### src/rtl/sps_burst_sequencer_pkg.sv
// sps_pkg: shared widths, frame phase constants and state encoding for the SPS burst sequencer
package sps_pkg;
  localparam int ADDR_W = 20;
  localparam int DATA_W = 16;
  localparam int FRAME_LEN = 23;
  localparam int LEN_W = 8;
  localparam logic [4:0] PH_SHIFT_START = 5'd2;
  localparam logic [4:0] PH_DATA_LAST = 5'd17;
  localparam logic [4:0] PH_ADDR_LAST = 5'd21;
  localparam logic [4:0] PH_FRAME_END = 5'(FRAME_LEN - 1);
  localparam logic [2:0] RWS_NOP = 3'b000;
  typedef enum logic [1:0] {IDLE, ARMED, ACTIVE, DRAIN} state_t;
  function automatic logic [1:0] fix_bytesel(input logic [1:0] b);
    return b == 2'b00 ? 2'b11 : b;
  endfunction
endpackage

### src/rtl/sps_burst_sequencer_if.sv
// sps_burst_sequencer_if: burst command and write-data handshakes between a command source and the sequencer
interface sps_burst_sequencer_if;
  import sps_pkg::*;
  logic cmd_valid;
  logic cmd_ready;
  logic cmd_write;
  logic [1:0] cmd_bytesel;
  logic [ADDR_W-1:0] cmd_addr;
  logic [LEN_W-1:0] cmd_len;
  logic wr_valid;
  logic wr_ready;
  logic [DATA_W-1:0] wr_data;
  modport master (
    output cmd_valid, cmd_write, cmd_bytesel, cmd_addr, cmd_len, wr_valid, wr_data,
    input cmd_ready, wr_ready
  );
  modport slave (
    input cmd_valid, cmd_write, cmd_bytesel, cmd_addr, cmd_len, wr_valid, wr_data,
    output cmd_ready, wr_ready
  );
endinterface

### src/rtl/sps_burst_sequencer_shifter.sv
// sps_frame_shifter: free-running frame phase counter with per-frame address/data load-and-shift serialisers
module sps_frame_shifter
  import sps_pkg::*;
(
    input  logic              clk,
    input  logic              rst,
    input  logic [ADDR_W-1:0] addr_ld,
    input  logic [DATA_W-1:0] data_ld,
    output logic [4:0]        phase,
    output logic              frame_end,
    output logic              serial_addr,
    output logic              serial_data
);
    logic [ADDR_W-1:0] addr_sr;
    logic [DATA_W-1:0] data_sr;
    logic addr_win, data_win;
    assign frame_end = phase == PH_FRAME_END;
    assign addr_win = phase >= PH_SHIFT_START && phase <= PH_ADDR_LAST;
    assign data_win = phase >= PH_SHIFT_START && phase <= PH_DATA_LAST;
    assign serial_addr = addr_win & addr_sr[ADDR_W-1];
    assign serial_data = data_win & data_sr[DATA_W-1];
    // Registers reload on the edge leaving the frame-end phase, so each frame sees stable contents from phase 0
    always_ff @(posedge clk or posedge rst) begin
        if (rst) begin
            phase <= '0;
            addr_sr <= '0;
            data_sr <= '0;
        end else begin
            phase <= frame_end ? 5'd0 : phase + 5'd1;
            addr_sr <= frame_end ? addr_ld : addr_win ? addr_sr << 1 : addr_sr;
            data_sr <= frame_end ? data_ld : data_win ? data_sr << 1 : data_sr;
        end
    end
endmodule

### src/rtl/sps_burst_sequencer.sv
// sps_burst_sequencer: turns one burst command into a train of 23-cycle MRAM frames with serial address/data
module sps_burst_sequencer
  import sps_pkg::*;
(
    input  logic       clk,
    input  logic       rst,
    sps_burst_sequencer_if.slave bus,
    output logic [2:0] read_write_sel,
    output logic       serial_addr,
    output logic       serial_data,
    output logic [4:0] phase,
    output logic       busy,
    output logic       burst_done,
    output logic       underrun
);
    state_t state, state_n;
    logic op, last, hold_full, all_loaded, frame_end;
    logic [1:0] bytesel;
    logic [ADDR_W-1:0] cur_addr;
    logic [LEN_W-1:0] remaining, loads_left;
    logic [DATA_W-1:0] hold;
    logic accept, wr_fire, issue_slot, issue, stall, done;
    assign bus.cmd_ready = state == IDLE;
    assign bus.wr_ready = (state == ARMED || state == ACTIVE) && op && !hold_full && !all_loaded;
    assign accept = bus.cmd_valid && bus.cmd_ready;
    assign wr_fire = bus.wr_valid && bus.wr_ready;
    assign busy = state != IDLE;
    always_ff @(posedge clk or posedge rst) begin
        if (rst) state <= IDLE;
        else state <= state_n;
    end
    always_comb begin
        issue_slot = frame_end && (state == ARMED || (state == ACTIVE && !last));
        issue = issue_slot && (!op || hold_full);
        stall = issue_slot && op && !hold_full;
        done = frame_end && ((state == ACTIVE && last && op) || state == DRAIN);
        state_n = state;
        if (state == IDLE && accept) state_n = ARMED;
        else if (frame_end)
            state_n = state == ARMED ? ACTIVE :
                      state == DRAIN ? IDLE :
                      (state == ACTIVE && last) ? (op ? IDLE : DRAIN) : state;
    end
    always_ff @(posedge clk or posedge rst) begin
        if (rst) begin
            op <= 1'b0;
            bytesel <= 2'b00;
            cur_addr <= '0;
            remaining <= '0;
            loads_left <= '0;
            last <= 1'b0;
            hold <= '0;
            hold_full <= 1'b0;
            all_loaded <= 1'b0;
            read_write_sel <= RWS_NOP;
            burst_done <= 1'b0;
            underrun <= 1'b0;
        end else begin
            burst_done <= done;
            if (frame_end) read_write_sel <= issue ? {bytesel, op} : RWS_NOP;
            if (accept) begin
                op <= bus.cmd_write;
                bytesel <= fix_bytesel(bus.cmd_bytesel);
                cur_addr <= bus.cmd_addr;
                remaining <= bus.cmd_len;
                loads_left <= bus.cmd_len;
                last <= 1'b0;
                all_loaded <= 1'b0;
                underrun <= 1'b0;
            end
            if (issue) begin
                cur_addr <= cur_addr + 1'b1;
                last <= remaining == '0;
                if (remaining != '0) remaining <= remaining - 1'b1;
                if (op) hold_full <= 1'b0;
            end
            if (stall) underrun <= 1'b1;
            // wr_ready excludes a full hold, so a load never collides with the issue that empties it
            if (wr_fire) begin
                hold <= bus.wr_data;
                hold_full <= 1'b1;
                all_loaded <= loads_left == '0;
                if (loads_left != '0) loads_left <= loads_left - 1'b1;
            end
        end
    end
    sps_frame_shifter u_shifter (
        .clk        (clk),
        .rst        (rst),
        .addr_ld    (issue ? cur_addr : '0),
        .data_ld    (issue && op ? hold : '0),
        .phase      (phase),
        .frame_end  (frame_end),
        .serial_addr(serial_addr),
        .serial_data(serial_data)
    );
endmodule

### src/flat_wrapper.sv
// flat-port wrapper written by rule: the top's interface ports become plain ports
module sps_burst_sequencer_flat import sps_pkg::*;
  (clk, rst, read_write_sel, serial_addr, serial_data, phase, busy, burst_done, underrun, bus_cmd_valid, bus_cmd_write, bus_cmd_bytesel, bus_cmd_addr, bus_cmd_len, bus_wr_valid, bus_wr_data, bus_cmd_ready, bus_wr_ready);
  sps_burst_sequencer_if bus_i ();
  input  logic clk;
  input  logic rst;
  output logic [2:0] read_write_sel;
  output logic serial_addr;
  output logic serial_data;
  output logic [4:0] phase;
  output logic busy;
  output logic burst_done;
  output logic underrun;
  input wire logic [$bits(bus_i.cmd_valid)-1:0] bus_cmd_valid;
  input wire logic [$bits(bus_i.cmd_write)-1:0] bus_cmd_write;
  input wire logic [$bits(bus_i.cmd_bytesel)-1:0] bus_cmd_bytesel;
  input wire logic [$bits(bus_i.cmd_addr)-1:0] bus_cmd_addr;
  input wire logic [$bits(bus_i.cmd_len)-1:0] bus_cmd_len;
  input wire logic [$bits(bus_i.wr_valid)-1:0] bus_wr_valid;
  input wire logic [$bits(bus_i.wr_data)-1:0] bus_wr_data;
  output wire logic [$bits(bus_i.cmd_ready)-1:0] bus_cmd_ready;
  output wire logic [$bits(bus_i.wr_ready)-1:0] bus_wr_ready;
  assign bus_i.cmd_valid = bus_cmd_valid;
  assign bus_i.cmd_write = bus_cmd_write;
  assign bus_i.cmd_bytesel = bus_cmd_bytesel;
  assign bus_i.cmd_addr = bus_cmd_addr;
  assign bus_i.cmd_len = bus_cmd_len;
  assign bus_i.wr_valid = bus_wr_valid;
  assign bus_i.wr_data = bus_wr_data;
  assign bus_cmd_ready = bus_i.cmd_ready;
  assign bus_wr_ready = bus_i.wr_ready;
  sps_burst_sequencer u_core (.clk(clk), .rst(rst), .bus(bus_i), .read_write_sel(read_write_sel), .serial_addr(serial_addr), .serial_data(serial_data), .phase(phase), .busy(busy), .burst_done(burst_done), .underrun(underrun));
endmodule
### config.mk
export PLATFORM = sky130hd
export DESIGN_NAME = sps_burst_sequencer_flat
export DESIGN_NICKNAME = d
export VERILOG_FILES = /design/src/rtl/sps_burst_sequencer_pkg.sv /design/src/rtl/sps_burst_sequencer_if.sv /design/src/rtl/sps_burst_sequencer_shifter.sv /design/src/rtl/sps_burst_sequencer.sv /design/src/flat_wrapper.sv
export SDC_FILE = /design/constraint.sdc
export NUM_CORES = 1
export LEC_CHECK = 0
export BUFFER_PORTS_ARGS = -buffer_cell sky130_fd_sc_hd__buf_4
export CAP_MARGIN = 30
export CORE_ASPECT_RATIO = 2
export CORE_MARGIN = 4
export CORE_UTILIZATION = 40
export CTS_BUF_LIST = sky130_fd_sc_hd__clkbuf_2
export CTS_CLUSTER_DIAMETER = 30
export DETAILED_ROUTE_END_ITERATION = 6
export SLEW_MARGIN = 20
export SYNTH_ARGS = -nofsm -noshare
export SYNTH_HDL_FRONTEND = slang
export SYNTH_SLANG_ARGS = --single-unit
### constraint.sdc
create_clock -name clk -period 9.18 [get_ports clk]
set_input_delay 1.836 -clock clk [delete_from_list [all_inputs] [get_ports clk]]
set_output_delay 1.836 -clock clk [all_outputs]
set_load 0.05 [all_outputs]
==> impl_metrics.ini <==
[run_status]
status = completed

[cts]
cts.path.max_buffers = 2
cts_resized = 0
ctsHoldBuffers = 0
cts_tree = built
cts_buffers = 9
clk_latency_ps = 570
path_clk_slew_ps = 300
root_buffer = clkbuf_2
postCtsSetupRepairBufs = 0
cts_sinks = 106
htreeDepth = 3

[detailed_routing]
num_vias = 4540
drt_drc_violations_left = 0
avgRoutedWirePerCell_um = 16.62
totalWireLength_um = 13200
drt_pass1_iterations = 5
drtAntennaViolNets = 0
via_per_inst = 5.718
dr.first_iter.drc_count = 260

[synth]
synth_edf_count = 0
synth_xor_area_share_pct = 0.3255
yosysUniqueCellTypes = 59
synth_flop_cell = dfrtp_1
syn_area_mm2 = 0.005381
yosys.area_share.adder_pct = 2.790
ys_seq_area_share_pct = 49.29
muxShareOfSynthArea_pct = 0.5813
ys_warn_count = 0
synthSimpleGateAreaFrac_pct = 19.51
syn_inst = 591
yosys-top-cells-area = dfrtp_1, nand2_1, a22oi_1
synth_nets = 654
synth-compound-area-share_pct = 22.48
syn_area_per_cell_um2 = 9.106
synth_area_leader_cell = dfrtp_1
async_reset_ff_share_pct = 100.0
synth_top_family_by_area = compound AO/OA/AOI/OAI gates
synth_top_area_share_pct = 49.29
synth_seq_cells = 106

[grt]
use_met2_pct = 32.83
antenna_found_initial = 1
grt_max_degree = 68
grt-busiest-layer = met2
gr-usage-met3_pct = 2.481
track_usage_pct = 17.27
grt.overflow.total = 0
grt_pass1_wl_um = 22030
use_met1_pct = 19.35
grt_pass1_vias = 4564

[sta]
slew_headroom_pct = 42.48
layout_min_cycle_time_ps = 4125
hold_violations = 0
finalSetupTns_ps = 0
max_freq_mhz = 242.4
worstMarginPinSlew_ps = 862.9
period_share_pct = 44.93
slew_violations = 0
skew_ps = 32.81
grt_setup_unrepaired = no
setup_viol = 0

[worst_setup_path]
cp_max_fo = 7
worst-endpoint-arrival_ps = 2290
r2r-end = u_core.state[1]$_DFFE_PP0P_
r2r.worst_path.cells = 7
critPathCaptureType = output port
worst_r2r_startpoint = u_core.u_shifter.phase[0]$_DFF_PP0_
critical_path_class = reg2out
required_ps = 7340
start_kind = flop
rrSetupSlack_ps = 6340

[pwr]
p_total_uw = 1350
combPwrFrac_pct = 30.9
power.density_mw_per_mm2 = 224.4
swShare_pct = 40.08
p_leak_uw = 0.002650
power_frac_seq_pct = 54.4
pwr-share-clk_pct = 14.8
power.net_switching_uw = 540.9
vdd_drop_max_v = 0.0001363
p_int_uw = 808.6

[min_path]
min_path_cells = 2
hold_class = reg2reg
hp-start = u_core.bytesel[0]$_DFFE_PP0N_
hold_end = u_core.bytesel[0]$_DFFE_PP0N_

[die]
core_area_mm2 = 0.01307
die_area_mm2 = 0.01549
fp.dieH_um = 172.0
start_util_pct = 41.19
num_rows = 59
die_x_um = 90.02
num_io_pins = 66

[finish]
final_common_cell = nand2_1
fin_nets = 699
drive_above_1_share_pct = 16.22
regArea_mm2 = 0.002653
multi_input_area_mm2 = 0.002470
fillers = 1266
flow.area_growth_from_synthesis_pct = 11.76
final_cell_mix = nand2_1, dfrtp_1, buf_4

[placed_design]
dp_hpwl_um = 9444
place.gp.congestion = 0.7980
portBuffers = 65

[run]
max_cap_violations = 0
[sequential cells by signal, indices dropped and copies added (netlist names)]
signal and count:
u_core.u_shifter.addr_sr 20, u_core.hold 16, u_core.burst_done 1, u_core.read_write_sel 3, u_core.state 2, u_core.underrun 1
u_core.cur_addr 20, u_core.loads_left 8, u_core.op 1, u_core.bytesel 2, u_core.all_loaded 1, u_core.last 1
u_core.hold_full 1, u_core.u_shifter.data_sr 16, u_core.u_shifter.phase 5, u_core.remaining 8
[kinds of logic after synthesis]
| family | after synthesis |
|---|---|
| AND/OR/NAND/NOR | 234 |
| AO/OA/AOI/OAI | 182 |
| flip-flops | 106 |
| buffers and inverters | 52 |
| adder cells (fa/ha/maj) | 12 |
| multiplexers | 3 |
| XOR/XNOR | 2 |
[metrics by stage]
step                      instance area, µm²  setup WS, ps  util, %  cells  hold slack, ps
final                                   6015          5055    46.03    794           505.5
after global routing                    6015          4799    46.03    794           540.5
after detailed placement                5893          5488    45.10    776           457.7
after CTS                               5992          4997    45.86    792           513.7
after floorplan                         5381          4555        -    591           439.6
after global placement                  5886          5552    45.04    776           459.7
[area by class of cell]
| cell class | count | share of cell area [%] |
|---|---|---|
| well taps | 152 | 3.162 |
| diodes | 1 | 0.04161 |
| multi-input cells | 433 | 41.07 |
| flip-flops and latches | 106 | 44.10 |
| repair buffers | 70 | 8.945 |
| clock buffers | 9 | 0.7489 |
| inverters | 16 | 1.040 |
| clock inverters | 7 | 0.8945 |
[cells in the mapped netlist (3+ instances only)]
cell,instances
clkbuf_1,14
o22ai_1,4
nand4_1,6
o32ai_1,5
nor2_1,53
a311oi_1,4
buf_2,8
a31oi_1,4
ha_1,12
dfrtp_1,106
o21ai_0,42
nor4_1,5
a211oi_1,6
and4_1,4
a21oi_1,46
o221a_2,6
nand2_1,114
a221o_1,3
and3_1,4
buf_6,5
a22o_1,4
buf_4,7
inv_1,16
o21a_1,3
a211o_1,4
nor3_1,17
a22oi_1,35
nand3_1,16
[power by group through the flow]
stage / Clock [µW] / Combinational [µW] / Sequential [µW]
after floorplan: 0 / 309 / 712
after global placement: 0 / 404 / 736
after detailed placement: 0 / 420 / 739
after CTS: 209 / 420 / 731
after global routing: 229 / 472 / 757
final: 199 / 417 / 734
[metal layers]
layer  wire (µm)  part of all wire, %
met5           0                    0
met2        7232                   55
met1        5279                   40
met4         242                  1.8
met3         440                  3.3
[how the worst max path moves through the flow]
stage / startpoint / depth (start not counted) / end / slack, ps
finish: u_core.u_shifter.phase[0]$_DFF_PP0_ / 5 / serial_addr / 5060
floorplan: rst / 1 / u_core.all_loaded$_DFFE_PP0P_ / 4560
detailed placement: bus_cmd_valid / 5 / u_core.cur_addr[2]$_DFFE_PP0P_ / 5490
global placement: bus_cmd_valid / 5 / u_core.cur_addr[2]$_DFFE_PP0P_ / 5550
global route: u_core.u_shifter.phase[0]$_DFF_PP0_ / 5 / serial_data / 4800
CTS: u_core.u_shifter.phase[0]$_DFF_PP0_ / 5 / serial_addr / 5000
[worst max-delay path, cell delays in order, from the launching register on]
cell,delay (ps)
dfrtp_1,530
inv_1,90
ha_1,280
o41ai_1,440
a21boi_0,150
buf_4,220
(Power assumes the default switching activity.)
